## src/rtl/uart_pkg.sv

```systemverilog
// Shared types and constants for the memory-mapped UART transmitter.
// Holds the serializer state encoding, register offsets and STATUS bit layout.
package uart_pkg;

   typedef enum logic [1:0] {
      IDLE  = 2'd0,
      START = 2'd1,
      DATA  = 2'd2,
      STOP  = 2'd3
   } state_t;

   localparam logic [1:0] OFF_TXDATA = 2'd0;
   localparam logic [1:0] OFF_STATUS = 2'd1;
   localparam logic [1:0] OFF_BAUD   = 2'd2;

   localparam int ST_FULL  = 0;
   localparam int ST_EMPTY = 1;
   localparam int ST_BUSY  = 2;
   localparam int ST_OVF   = 3;

   // Packs the four status flags into the word the core sees on a STATUS load.
   function automatic logic [31:0] statusWord(input logic full,
                                              input logic empty,
                                              input logic busy,
                                              input logic ovf);
      logic [31:0] w;
      w           = '0;
      w[ST_FULL]  = full;
      w[ST_EMPTY] = empty;
      w[ST_BUSY]  = busy;
      w[ST_OVF]   = ovf;
      return w;
   endfunction

endpackage

```

## src/rtl/uart_fifo.sv

```systemverilog
// Synchronous FIFO for the UART transmit path; head data is visible combinationally.
// Push when full and pop when empty are ignored.
module uart_fifo #(
   parameter int WIDTH = 8,
   parameter int DEPTH = 8
) (
   input  logic                     clk,
   input  logic                     rst_n,
   input  logic                     push_i,
   input  logic [WIDTH-1:0]         data_i,
   input  logic                     pop_i,
   output logic [WIDTH-1:0]         data_o,
   output logic                     full_o,
   output logic                     empty_o,
   output logic [$clog2(DEPTH):0]   count_o
);

   localparam int AW = $clog2(DEPTH);
   localparam logic [AW-1:0] PTR_ONE = AW'(1);
   localparam logic [AW:0]   CNT_ONE = (AW+1)'(1);
   localparam logic [AW:0]   CNT_MAX = (AW+1)'(DEPTH);

   logic [WIDTH-1:0] mem_q [DEPTH];
   logic [AW-1:0]    wrPtr_q;
   logic [AW-1:0]    rdPtr_q;
   logic [AW:0]      count_q;
   logic             doPush;
   logic             doPop;

   assign full_o  = (count_q == CNT_MAX);
   assign empty_o = (count_q == '0);
   assign count_o = count_q;
   assign data_o  = mem_q[rdPtr_q];
   assign doPush  = push_i && !full_o;
   assign doPop   = pop_i && !empty_o;

   // Pointers wrap naturally at DEPTH because DEPTH is a power of two.
   always_ff @(posedge clk or negedge rst_n) begin
      if (!rst_n) begin
         wrPtr_q <= '0;
         rdPtr_q <= '0;
         count_q <= '0;
      end else begin
         if (doPush) wrPtr_q <= wrPtr_q + PTR_ONE;
         if (doPop)  rdPtr_q <= rdPtr_q + PTR_ONE;
         case ({doPush, doPop})
            2'b10:   count_q <= count_q + CNT_ONE;
            2'b01:   count_q <= count_q - CNT_ONE;
            default: count_q <= count_q;
         endcase
      end
   end

   always_ff @(posedge clk) begin
      if (doPush) mem_q[wrPtr_q] <= data_i;
   end

endmodule

```

## src/rtl/mmio_uart_tx.sv

```systemverilog
// Memory-mapped 8N1 UART transmitter on the single-cycle core's data bus.
// Stores fill a TX FIFO; loads return STATUS/BAUDDIV combinationally in the same cycle.
module mmio_uart_tx
   import uart_pkg::*;
#(
   parameter logic [31:0] BASE_ADDR    = 32'h0000_0400,
   parameter int          FIFO_DEPTH   = 8,
   parameter int          CLKS_PER_BIT = 16
) (
   input  logic        clk,
   input  logic        reset,
   input  logic        MemWrite,
   input  logic [31:0] DataAdr,
   input  logic [31:0] WriteData,
   output logic [31:0] ReadData,
   output logic        Hit,
   output logic        tx,
   output logic        busy
);

   localparam int          CW         = $clog2(FIFO_DEPTH);
   localparam logic [15:0] BAUD_RESET = 16'(CLKS_PER_BIT - 1);
   localparam logic [CW:0] CNT_FULL   = (CW+1)'(FIFO_DEPTH);

   logic [1:0]  offset;
   logic        wrEn;
   logic        txdataWr;
   logic        ovfSet;
   logic        ovfClr;
   logic        baudWr;

   logic        fifoPush;
   logic        fifoPop;
   logic [7:0]  fifoHead;
   logic        fifoFull;
   logic        fifoEmpty;
   logic [CW:0] fifoCount;
   logic        statusFull;
   logic        statusEmpty;

   logic [15:0] baudDiv_q;
   logic [15:0] baudDiv_d;
   logic        ovf_q;
   logic        ovf_d;

   state_t      state_q;
   logic [7:0]  shift_q;
   logic [2:0]  bitCnt_q;
   logic [15:0] baudCnt_q;
   logic        tx_q;

   logic        unusedBusBits;

   // Byte lane bits of the address and the upper store bits carry no meaning here.
   assign unusedBusBits = ^{DataAdr[1:0], WriteData[31:16]};

   assign Hit      = (DataAdr[31:4] == BASE_ADDR[31:4]);
   assign offset   = DataAdr[3:2];
   assign wrEn     = MemWrite && Hit;
   assign txdataWr = wrEn && (offset == OFF_TXDATA);
   assign baudWr   = wrEn && (offset == OFF_BAUD);
   assign ovfClr   = wrEn && (offset == OFF_STATUS) && WriteData[ST_OVF];

   // Fullness is judged on the registered count, so a same-edge pop never makes room.
   assign fifoPush = txdataWr && !fifoFull;
   assign ovfSet   = txdataWr && fifoFull;

   assign statusFull  = (fifoCount == CNT_FULL);
   assign statusEmpty = (fifoCount == '0);

   assign busy = (state_q != IDLE);
   assign tx   = tx_q;

   uart_fifo #(
      .WIDTH (8),
      .DEPTH (FIFO_DEPTH)
   ) uFifo (
      .clk     (clk),
      .rst_n   (reset),
      .push_i  (fifoPush),
      .data_i  (WriteData[7:0]),
      .pop_i   (fifoPop),
      .data_o  (fifoHead),
      .full_o  (fifoFull),
      .empty_o (fifoEmpty),
      .count_o (fifoCount)
   );

   always_comb begin
      ReadData = '0;
      if (Hit) begin
         case (offset)
            OFF_STATUS: ReadData = statusWord(statusFull, statusEmpty, busy, ovf_q);
            OFF_BAUD:   ReadData = {16'h0000, baudDiv_q};
            default:    ReadData = '0;
         endcase
      end
   end

   // Clear is applied before set so an overflow on the same edge keeps ovf high.
   always_comb begin
      baudDiv_d = baudDiv_q;
      ovf_d     = ovf_q;
      if (baudWr) baudDiv_d = WriteData[15:0];
      if (ovfClr) ovf_d = 1'b0;
      if (ovfSet) ovf_d = 1'b1;
   end

   always_ff @(posedge clk or negedge reset) begin
      if (!reset) begin
         baudDiv_q <= BAUD_RESET;
         ovf_q     <= 1'b0;
      end else begin
         baudDiv_q <= baudDiv_d;
         ovf_q     <= ovf_d;
      end
   end

   // A new frame starts from IDLE, or straight out of an expiring STOP bit.
   always_comb begin
      fifoPop = 1'b0;
      if (!fifoEmpty) begin
         if (state_q == IDLE)
            fifoPop = 1'b1;
         else if ((state_q == STOP) && (baudCnt_q == '0))
            fifoPop = 1'b1;
      end
   end

   // Each bit lasts baudCnt_q+1 cycles; the bit period is reloaded only at a bit boundary.
   always_ff @(posedge clk or negedge reset) begin
      if (!reset) begin
         state_q   <= IDLE;
         shift_q   <= '0;
         bitCnt_q  <= '0;
         baudCnt_q <= '0;
         tx_q      <= 1'b1;
      end else begin
         case (state_q)
            IDLE: begin
               tx_q <= 1'b1;
               if (fifoPop) begin
                  shift_q   <= fifoHead;
                  baudCnt_q <= baudDiv_q;
                  tx_q      <= 1'b0;
                  state_q   <= START;
               end
            end
            START: begin
               if (baudCnt_q == '0) begin
                  state_q   <= DATA;
                  bitCnt_q  <= '0;
                  baudCnt_q <= baudDiv_q;
                  tx_q      <= shift_q[0];
               end else begin
                  baudCnt_q <= baudCnt_q - 16'd1;
               end
            end
            DATA: begin
               if (baudCnt_q == '0) begin
                  baudCnt_q <= baudDiv_q;
                  if (bitCnt_q == 3'd7) begin
                     state_q <= STOP;
                     tx_q    <= 1'b1;
                  end else begin
                     shift_q  <= {1'b0, shift_q[7:1]};
                     tx_q     <= shift_q[1];
                     bitCnt_q <= bitCnt_q + 3'd1;
                  end
               end else begin
                  baudCnt_q <= baudCnt_q - 16'd1;
               end
            end
            STOP: begin
               if (baudCnt_q == '0) begin
                  if (fifoPop) begin
                     shift_q   <= fifoHead;
                     baudCnt_q <= baudDiv_q;
                     tx_q      <= 1'b0;
                     state_q   <= START;
                  end else begin
                     tx_q    <= 1'b1;
                     state_q <= IDLE;
                  end
               end else begin
                  baudCnt_q <= baudCnt_q - 16'd1;
               end
            end
            default: begin
               tx_q    <= 1'b1;
               state_q <= IDLE;
            end
         endcase
      end
   end

endmodule

```

## config.mk

```make
export PLATFORM = sky130hd
export DESIGN_NAME = mmio_uart_tx
export DESIGN_NICKNAME = d
export VERILOG_FILES = /design/src/rtl/uart_pkg.sv /design/src/rtl/uart_fifo.sv /design/src/rtl/mmio_uart_tx.sv
export SDC_FILE = /design/constraint.sdc
export NUM_CORES = 1
export LEC_CHECK = 0
export ABC_AREA = 1
export ABC_CLOCK_PERIOD_IN_PS = 2600
export BUFFER_PORTS_ARGS = -buffer_cell sky130_fd_sc_hd__buf_4
export CORE_MARGIN = 2
export CORE_UTILIZATION = 57
export DETAILED_ROUTE_END_ITERATION = 10
export PLACE_DENSITY = 0.8
export SLEW_MARGIN = 25
export SYNTH_ARGS = -nofsm -noshare
export SYNTH_HDL_FRONTEND = slang
export SYNTH_SLANG_ARGS = --single-unit
export TNS_END_PERCENT = 10
```

## constraint.sdc

```tcl
create_clock -name clk -period 2.6 [get_ports clk]
set_input_delay 0.13 -clock clk [delete_from_list [all_inputs] [get_ports clk]]
set_output_delay 0.13 -clock clk [all_outputs]
set_load 0.02 [all_outputs]
```

==> results.sh, run 1 <==
export IMPL_status="complete, no violations"
export IMPL_hpwl_mm=10.45
export IMPL_yosysSeqAreaShare_pct=50.99
export IMPL_h_tree_depth=4
export IMPL_synth_edf_count=64
export IMPL_post_drt_wl_per_cell_microns=15.65
export IMPL_area_growth_pct=22.59
export IMPL_dieArea_sq_um=12420
export IMPL_synth_area_per_cell_sq_um=8.381
export IMPL_p_total_uw=4707
export IMPL_antennaDiodeCount=0
export IMPL_worstPathRequired_ns=2.90
export IMPL_period_minus_slack_ns=2.467
export IMPL_antenna_left=0
export IMPL_die_y_microns=111.4
export IMPL_insertion_delay_ns=0.42
export IMPL_grt_usage_pct=27.39
export IMPL_synthTopCellsByArea="edfxtp_1, dfrtp_1, nand2_1, nand3_1, inv_1"
export IMPL_netlist_instances=785
export IMPL_cts_tree="yes"
export IMPL_cp_max_fo=7
export IMPL_grt_pass1_wl_mm=26.97
export IMPL_finalClockSkew_ns=0.007870
export IMPL_intPower_uw=3731
export IMPL_nNetsFinal=971
export IMPL_p_sw_share_pct=20.73
export IMPL_synth_seq_cells=121
export IMPL_fin_cells=1043
export IMPL_grt_ovfl_total=0
export IMPL_synth_top_area_cell="edfxtp_1"
export IMPL_pwr_share_comb_pct=3.2
export IMPL_first_pass_iters=5
export IMPL_rsz0062_at_grt="false"
export IMPL_synth_top_area_share_pct=29.21
export IMPL_hp_class="input pin to flop"
export IMPL_drc=0
export IMPL_grt_pass1_vias=5788
export IMPL_yosysUniqueCellTypes=40
export IMPL_end_kind="flop"
export IMPL_grt_max_degree=58
export IMPL_p_per_area_nw_per_um2=583.6
export IMPL_clock_sinks=121
export IMPL_sequentialPowerShare_pct=43.0
export IMPL_power_switching_uw=975.7
export IMPL_ys_flop_type="edfxtp_1"
export IMPL_yosys_warnings=0
export IMPL_setup_viol=0
export IMPL_initialDrtViolationCount=481
export IMPL_via_per_inst=5.564
export IMPL_worst_hold_slack_ns=0.08616
export IMPL_timing_slew_headroom_pct=49.38
export IMPL_critPathKind="flop to flop"
export IMPL_p_leak_uw=0.003643
export IMPL_setup_tns_final_ns=0
export IMPL_place_congestion=0.8828
export IMPL_arrival_ns=2.77
export IMPL_vias=5803
export IMPL_maxSlewViolCount=0
export IMPL_dp_cells=990
export IMPL_n_fill_cell=792
export IMPL_initial_core_util_pct=58.11
export IMPL_core_sq_um=11320
export IMPL_critPathLaunchType="flop"
export IMPL_irDropWorstVdd_v=0.0004473
export IMPL_port_buffers=67
export IMPL_chipWidth_microns=111.4
export IMPL_maxCapViolCount=0
export IMPL_clkTransAtPathRegs_ns=0.06
export IMPL_grt_antenna_before_repair=0
export IMPL_period_share_pct=94.87
export IMPL_totalWireLength_mm=16.32
export IMPL_synthArstFlopShare_pct=47.11
export IMPL_netlist_area_sq_um=6579
export IMPL_hold_viol=0
export IMPL_clockPowerShare_pct=53.8
export IMPL_clock_root_buffer="clkbuf_16"
export IMPL_drive_gt1_share_pct=17.44
export IMPL_cts_path_max_buffers=2
export IMPL_fmax_ghz=0.4054
export IMPL_pin_count=102
export IMPL_placementRows=39
export IMPL_cts_made_buffers=17
export IMPL_tightest_slew_ns=0.7593
through the flow:
step,cell area [sq um],worst slack [ns],util (%)
3_5_place_dp,7223,0.1208,63.80
6_report,8065,0.1335,71.24
4_1_cts,8029,0.08481,70.92
5_1_grt,8065,0.003727,71.24
2_1_floorplan,6635,0.3255,-
3_3_place_gp,7223,0.2333,63.80
cells by family (layout without fill, tap and decap cells):
family          Yosys count  count (layout)  share of synthesized area, %
flops                   121             121                         50.99
xor+xnor                 11              11                         1.465
simple gates            435             435                         28.97
other cells               1              16                       0.05700
compound gates           90              90                         7.513
fa+ha+maj                17              17                         3.347
buf+inv                 110             210                         7.664
layout make-up:
| class | count | area, sq um | area share, % |
|---|---|---|---|
| tap | 143 | 178.9 | 2.218 |
| clock inverter | 13 | 192.7 | 2.389 |
| sequential | 121 | 3354 | 41.59 |
| multi-input combinational | 569 | 2783 | 34.50 |
| inverter | 71 | 267.8 | 3.320 |
| timing repair buffer | 107 | 845.8 | 10.49 |
| clock buffer | 19 | 442.9 | 5.492 |
flip-flops by register name, indices dropped and copies added (netlist names):
| register | cells |
|---|---|
| ovf_q | 1 |
| bitCnt_q | 3 |
| tx | 1 |
| state_q | 2 |
| uFifo.rdPtr_q | 3 |
| uFifo.mem_q | 64 |
| baudCnt_q | 16 |
| uFifo.wrPtr_q | 3 |
| uFifo.count_o | 4 |
| shift_q | 8 |
| baudDiv_q | 16 |
final timing paths:
| path | startpoint | end | slack [ns] | cells past startpoint |
|---|---|---|---|---|
| setup / recovery | baudCnt_q[0] | uFifo.count_o[3] | 0.13 | 17 |
| hold / removal | MemWrite | ovf_q | 0.09 | 4 |
| setup reg to reg | baudCnt_q[0] | uFifo.count_o[3] | 0.13 | 17 |
| hold reg to reg | shift_q[3] | shift_q[3] | 0.48 | 2 |
| max in group asynchronous | reset | uFifo.count_o[1] | 1.76 | 2 |
| min in group asynchronous | reset | bitCnt_q[0] | 0.33 | 2 |
timing repair:
item	4_1_cts	5_1_grt
setup endpoints to repair	0	1
buffers inserted	0	4
hold buffers	17	0
hold endpoints to repair	125	0
resized for setup	0	2
power groups by stage:
stage	combinational [uW]	clock [uW]	sequential [uW]
floorplan	54.5	0	2060
global route	166	2630	2020
detailed placement	130	0	2060
CTS	151	2540	2020
global placement	127	0	2060
finish	150	2530	2020
cells in the mapped netlist (all sizes together), types with 5 or more instances:
library cell,instances
nand3,79
buf,32
dfrtp,52
edfxtp,64
a21oi,23
dfstp,5
inv,70
ha,16
nor3,18
nand2,250
o21ai,56
nor2,81
xor2,8
clkbuf,7
layout by cell type (no fill, tap or decap), types with 2 or more instances in the layout:
| cell | Yosys | layout |
|---|---|---|
| nand2_2 | 6 | 6 |
| dfrtp_1 | 52 | 52 |
| nand3_1 | 77 | 77 |
| o21ai_0 | 43 | 43 |
| clkbuf_16 | 0 | 17 |
| nand3_2 | 2 | 2 |
| xor2_1 | 8 | 8 |
| bufinv_16 | 0 | 4 |
| nand3b_1 | 4 | 4 |
| clkinvlp_4 | 0 | 2 |
| a32o_1 | 2 | 2 |
| o21ai_1 | 12 | 12 |
| nor2_2 | 6 | 6 |
| ha_1 | 16 | 15 |
| nand2_4 | 5 | 5 |
| conb_1 | 1 | 16 |
| clkinv_2 | 1 | 2 |
| inv_6 | 0 | 3 |
| nor2_1 | 69 | 69 |
| dfstp_2 | 5 | 5 |
| a21oi_1 | 23 | 22 |
| nor2_4 | 6 | 6 |
| o211ai_1 | 4 | 4 |
| nor3_1 | 18 | 18 |
| buf_4 | 18 | 90 |
| nand2_1 | 239 | 239 |
| edfxtp_1 | 64 | 64 |
| dlygate4sd3_1 | 0 | 17 |
| clkinv_4 | 0 | 3 |
| xnor2_1 | 3 | 3 |
| inv_1 | 69 | 69 |
layer usage:
| metal | vias to the layer above | part of all wire [%] | track usage, % |
|---|---|---|---|
| li1 | 2743 | - | - |
| met1 | 2698 | 40 | 34.57 |
| met2 | 325 | 49 | 44.92 |
| met3 | 37 | 9.0 | 6.750 |
| met4 | 0 | 2.1 | 12.67 |
| met5 | - | 0 | 0 |
worst max-delay path, stage by stage, from the launching register on:
cell	delay (ns)
dfrtp_1	0.39
inv_1	0.11
ha_1	0.20
nand2_1	0.07
nor2_2	0.11
nand3_2	0.10
nand2_4	0.14
nand2_4	0.06
inv_2	0.10
ha_2	0.21
ha_1	0.23
nand2_1	0.07
nand2_1	0.06
a21oi_2	0.15
nor2_1	0.05
nor2_1	0.08
nand2_1	0.06
xor2_1	0.13
Power figures use the tool's default switching activity.
==> inputs of run 2 (changes only) <==
Settings changed: SETUP_SLACK_MARGIN set to 0.5.
==> results.sh, run 2 (same netlist as run 1, synthesis figures left out) <==
export IMPL_final_cell_mix="nand2_1, buf_4, nand3_1"
export IMPL_die_y_microns=111.4
export IMPL_hold_viol=0
export IMPL_mostFrequentLayoutCell="nand2_1"
export IMPL_rsz0062_at_grt="true"
export IMPL_insertion_delay_ns=0.42
export IMPL_crit_path_top_delay_cell="dfrtp_1"
export IMPL_setup_tns_final_ns=0
export IMPL_area_growth_pct=23.91
export IMPL_clkTransAtPathRegs_ns=0.06
export IMPL_end_kind="flop"
export IMPL_maxSlewViolCount=0
export IMPL_chipWidth_microns=111.4
export IMPL_place_congestion=0.8973
export IMPL_nNetsFinal=981
export IMPL_p_sw_share_pct=22.55
export IMPL_crit_cells=16
export IMPL_setup_viol=0
export IMPL_maxCapViolCount=0
export IMPL_cts_path_max_buffers=2
export IMPL_dpl_cell_area_sq_um=7261
export IMPL_p_leak_uw=0.003667
export IMPL_grt_ovfl_total=0
export IMPL_holdPathStages=1
export IMPL_grt_pass1_vias=5836
export IMPL_clock_root_buffer="clkbuf_16"
export IMPL_p_per_area_nw_per_um2=546.6
export IMPL_critPathMaxStageDelay_ns=0.43
export IMPL_cpLargestDelayFamily="simple AND/OR/NAND/NOR gates"
export IMPL_clock_sinks=121
export IMPL_pwr_share_comb_pct=3.4
export IMPL_dieArea_sq_um=12420
export IMPL_drive_gt1_share_pct=19.89
export IMPL_crit_buf_inv=1
export IMPL_antennaDiodeCount=0
export IMPL_grt_antenna_before_repair=0
export IMPL_r2r_cells=16
export IMPL_grt_pass1_wl_mm=27.35
export IMPL_antenna_left=0
export IMPL_vias=5930
export IMPL_worstPathRequired_ns=2.90
export IMPL_tightest_slew_ns=0.7524
export IMPL_finalClockSkew_ns=0.008796
export IMPL_final_cell_area_sq_um=8152
export IMPL_grt_usage_pct=27.57
export IMPL_period_share_pct=86.05
export IMPL_hpwl_mm=10.70
export IMPL_min_from="WriteData[4]"
export IMPL_crit_chain="nor2_2 > nand2_2 > nor2_2 > nand3_2 > nand2_4 > nand2_8 > inv_8 > ha_4 > ha_4 > nand2_1 > nand2_1 > a21oi_2 > nor2_1 > nor2_1 > nand2_1 > xor2_1"
export IMPL_intPower_uw=3451
export IMPL_status="complete, no violations"
export IMPL_r2r_slack_ns=0.36
export IMPL_timing_slew_headroom_pct=49.84
export IMPL_drc=0
export IMPL_placementRows=39
export IMPL_largest_register_ffs=64
export IMPL_totalWireLength_mm=16.53
export IMPL_h_tree_depth=4
export IMPL_via_per_inst=5.632
export IMPL_hp_class="input pin to flop"
export IMPL_pin_count=102
export IMPL_critPathKind="flop to flop"
export IMPL_cp_max_fo=3
export IMPL_r2r_end="uFifo.count_o[3]"
export IMPL_grt_max_degree=58
export IMPL_first_pass_iters=7
export IMPL_fmax_ghz=0.4469
export IMPL_regMostFlops="uFifo.mem_q"
export IMPL_clockPowerShare_pct=51.2
export IMPL_worst_hold_slack_ns=0.01181
export IMPL_port_buffers=67
export IMPL_initialDrtViolationCount=663
export IMPL_power_switching_uw=1005
export IMPL_sequentialPowerShare_pct=45.4
export IMPL_cts_made_buffers=17
export IMPL_reg_top3="uFifo.mem_q: 64 flops, baudCnt_q: 16 flops, baudDiv_q: 16 flops"
export IMPL_arrival_ns=2.54
export IMPL_initial_core_util_pct=58.11
export IMPL_r2r_start="baudCnt_q[6]"
export IMPL_hold_path_endpoint="uFifo.mem_q[1][4]"
export IMPL_crit_top_cell="nand2_1"
export IMPL_period_minus_slack_ns=2.237
export IMPL_irDropWorstVdd_v=0.0004424
export IMPL_core_sq_um=11320
export IMPL_critPathLaunchType="flop"
export IMPL_post_drt_wl_per_cell_microns=15.70
export IMPL_cts_tree="yes"
-- run 2: changes by cell type in the layout (fill, tap and decap cells not counted), moves of 2 or more --
cell	change
buf_4	+11
bufinv_16	-3
ha_1	-3
ha_4	+3
inv_1	-5
inv_2	+3
inv_8	+3
nor2_1	-2
-- run 2: final cells by class --
cell class | instances | area, sq um
clock buffers | 18 | 439.2
clock inverters | 14 | 138.9
fillers | 790 | 3169
inverters | 71 | 279.0
multi-input cells | 569 | 2841
flip-flops and latches | 121 | 3356
well taps | 143 | 178.9
repair buffers | 117 | 918.4
-- run 2: worst max-delay path by stage --
stage | start | end
floorplan | baudCnt_q[5] | uFifo.count_o[3]
global placement | baudCnt_q[11] | uFifo.count_o[3]
detailed placement | baudCnt_q[5] | uFifo.count_o[3]
CTS | baudCnt_q[1] | uFifo.count_o[3]
global route | baudCnt_q[5] | uFifo.count_o[3]
finish | baudCnt_q[6] | uFifo.count_o[3]
-- run 2: power groups by stage --
| stage | Combinational (uW) | Sequential [uW] | Clock, uW |
|---|---|---|---|
| 2_1_floorplan | 54.5 | 2060 | 0 |
| 3_3_place_gp | 129 | 2060 | 0 |
| 3_5_place_dp | 132 | 2060 | 0 |
| 4_1_cts | 152 | 2020 | 2290 |
| 5_1_grt | 167 | 2020 | 2380 |
| 6_report | 150 | 2020 | 2280 |
-- run 2: through the flow --
stage	utilization [%]	worst slack, ns	cells	total power, uW
detailed placement	64.14	0.2195	989	2191
CTS	71.94	0.3979	1052	4460
finish	72.00	0.3626	1053	4456
global route	72.00	0.2344	1053	4569
global placement	64.14	0.3249	989	2188
floorplan	-	0.4446	800	2115
-- run 2: repair_timing --
action	CTS	global route
pin swaps	17	5
resized for setup	9	1
setup buffers	15	1
hold endpoints to repair	117	0
hold buffers	16	0
setup endpoints to repair	4	8
-- run 2: routing by layer --
metal  GRT usage [%]  wire [microns]  share of wire (%)
met4           11.28             394                2.4
met1           35.64            6468                 39
met3           4.736            1476                8.9
met5               0               0                  0
met2           46.54            8187                 50
==> inputs of run 3 (changes only) <==
Settings changed: CORE_ASPECT_RATIO set to 1.5.
==> results.sh, run 3 (same netlist as run 1, synthesis figures left out) <==
export IMPL_r2r_cells=17
export IMPL_setup_viol=0
export IMPL_area_growth_pct=25.92
export IMPL_maxSlewViolCount=0
export IMPL_finalClockSkew_ns=0.006833
export IMPL_period_share_pct=85.96
export IMPL_critPathLaunchType="flop"
export IMPL_core_sq_um=11410
export IMPL_grt_ovfl_total=0
export IMPL_grt_max_degree=58
export IMPL_cts_path_max_buffers=2
export IMPL_worst_hold_slack_ns=-0.0003429
export IMPL_antenna_left=0
export IMPL_first_pass_iters=5
export IMPL_dieArea_sq_um=12430
export IMPL_hpwl_mm=11.30
export IMPL_hp_class="input pin to flop"
export IMPL_timing_slew_headroom_pct=49.10
export IMPL_grt_antenna_before_repair=0
export IMPL_initial_core_util_pct=57.65
export IMPL_drive_gt1_share_pct=20.48
export IMPL_p_total_uw=4718
export IMPL_place_congestion=0.9339
export IMPL_maxCapViolCount=0
export IMPL_r2r_slack_ns=0.37
export IMPL_worstPathRequired_ns=2.90
export IMPL_chipWidth_microns=91.72
export IMPL_utilization_pct=72.60
export IMPL_r2r_end="uFifo.count_o[3]"
export IMPL_initialDrtViolationCount=446
export IMPL_hold_viol=1
export IMPL_via_per_inst=5.656
export IMPL_cts_tree="yes"
export IMPL_grt_pass1_wl_mm=28.61
export IMPL_critPathMaxStageDelay_ns=0.40
export IMPL_p_leak_uw=0.003704
export IMPL_antennaDiodeCount=0
export IMPL_crit_buf_inv=2
export IMPL_status="finished with violations"
export IMPL_drc=0
export IMPL_crit_chain="inv_2 > ha_4 > nand2_2 > nor2_2 > nand3_2 > nand2_4 > nand2_8 > inv_8 > ha_4 > ha_4 > nand2_2 > nand2_2 > a21oi_2 > nor2_1 > nor2_1 > nand2_1 > xor2_1"
export IMPL_post_drt_wl_per_cell_microns=16.49
export IMPL_holdPathStages=3
export IMPL_totalWireLength_mm=17.53
export IMPL_reg_top3="uFifo.mem_q: 64 flops, baudCnt_q: 16 flops, baudDiv_q: 16 flops"
export IMPL_grt_usage_pct=29.64
export IMPL_final_cell_area_sq_um=8284
export IMPL_setup_tns_final_ns=0
export IMPL_largest_register_ffs=64
export IMPL_violations="hold timing"
export IMPL_critPathKind="flop to flop"
export IMPL_p_per_area_nw_per_um2=569.6
export IMPL_port_buffers=67
export IMPL_clkTransAtPathRegs_ns=0.06
export IMPL_arrival_ns=2.54
export IMPL_min_from="WriteData[13]"
export IMPL_pin_count=102
export IMPL_period_minus_slack_ns=2.235
export IMPL_clock_root_buffer="clkbuf_16"
export IMPL_n_fill_cell=781
export IMPL_insertion_delay_ns=0.42
export IMPL_vias=6012
export IMPL_crit_path_top_delay_cell="dfrtp_1"
export IMPL_placementRows=48
export IMPL_cts_made_buffers=17
export IMPL_mostFrequentLayoutCell="nand2_1"
export IMPL_clock_sinks=121
export IMPL_cp_max_fo=3
export IMPL_end_kind="flop"
export IMPL_regMostFlops="uFifo.mem_q"
export IMPL_cpLargestDelayFamily="simple AND/OR/NAND/NOR gates"
export IMPL_grt_pass1_vias=6132
export IMPL_irDropWorstVdd_v=0.0006081
export IMPL_r2r_start="baudCnt_q[0]"
export IMPL_hold_path_endpoint="baudDiv_q[13]"
export IMPL_nNetsFinal=984
export IMPL_fmax_ghz=0.4475
export IMPL_dp_cells=995
export IMPL_dpl_cell_area_sq_um=7274
export IMPL_h_tree_depth=4
export IMPL_final_cell_mix="nand2_1, buf_4, nand3_1"
export IMPL_rsz0062_at_grt="true"
export IMPL_fin_cells=1063
export IMPL_die_y_microns=135.6
export IMPL_tightest_slew_ns=0.7634
[run 3: metrics by stage]
step | hold WS (ns) | setup slack (ns)
3_3_place_gp | 0.2391 | 0.3175
2_1_floorplan | -0.1656 | 0.4446
5_1_grt | 0.01886 | 0.2717
3_5_place_dp | 0.2449 | 0.2339
6_report | -0.0003429 | 0.3651
4_1_cts | 0.009078 | 0.4176
[run 3: worst max path at each step]
stage / from / endpoint / slack, ns / cells past startpoint
6_report: baudCnt_q[0] / uFifo.count_o[3] / 0.37 / 17
2_1_floorplan: baudCnt_q[5] / uFifo.count_o[3] / 0.44 / 16
4_1_cts: baudCnt_q[0] / uFifo.count_o[3] / 0.42 / 17
3_5_place_dp: DataAdr[7] / uFifo.count_o[3] / 0.23 / 16
5_1_grt: baudCnt_q[0] / uFifo.count_o[3] / 0.27 / 17
3_3_place_gp: baudCnt_q[5] / uFifo.count_o[3] / 0.32 / 16
[run 3: what timing repair did]
item                                    CTS  global route
hold buffers                             16             0
gates cloned                              0             0
resized for setup                        14             3
buffers inserted                         15             5
endpoints found under the setup margin    4             7
pin swaps                                15            15
endpoints found under the hold margin   125             0
[run 3: cell type report]
| cell class | instances | area [sq um] | share of cell area, % |
|---|---|---|---|
| Sequential cell | 121 | 3356 | 40.51 |
| Timing Repair Buffer | 120 | 953.4 | 11.51 |
| Multi-Input combinational cell | 569 | 2868 | 34.62 |
| Clock buffer | 18 | 429.2 | 5.180 |
| Tap cell | 150 | 187.7 | 2.266 |
| Clock inverter | 14 | 211.5 | 2.552 |
| Inverter | 71 | 279.0 | 3.368 |
[run 3: per-layer routing]
layer	track usage [%]	wire, microns	vias to the layer above
li1	-	-	2784
met1	30.79	6084	2823
met2	52.66	9335	322
met3	6.845	1214	83
met4	20.23	898	0
met5	0	0	-
[run 3: power breakdown]
group,total (uW),leakage [uW],internal [uW],switching (uW)
registers,2020,0.00118,2020,0.000311
logic,150,0.00221,68.2,82.1
clock network,2550,0.000310,1630,916
[run 3: worst min-delay path, stage by stage]
cell and delay (ns):
buf_4 0.08, nand2_1 0.04, o21ai_0 0.12
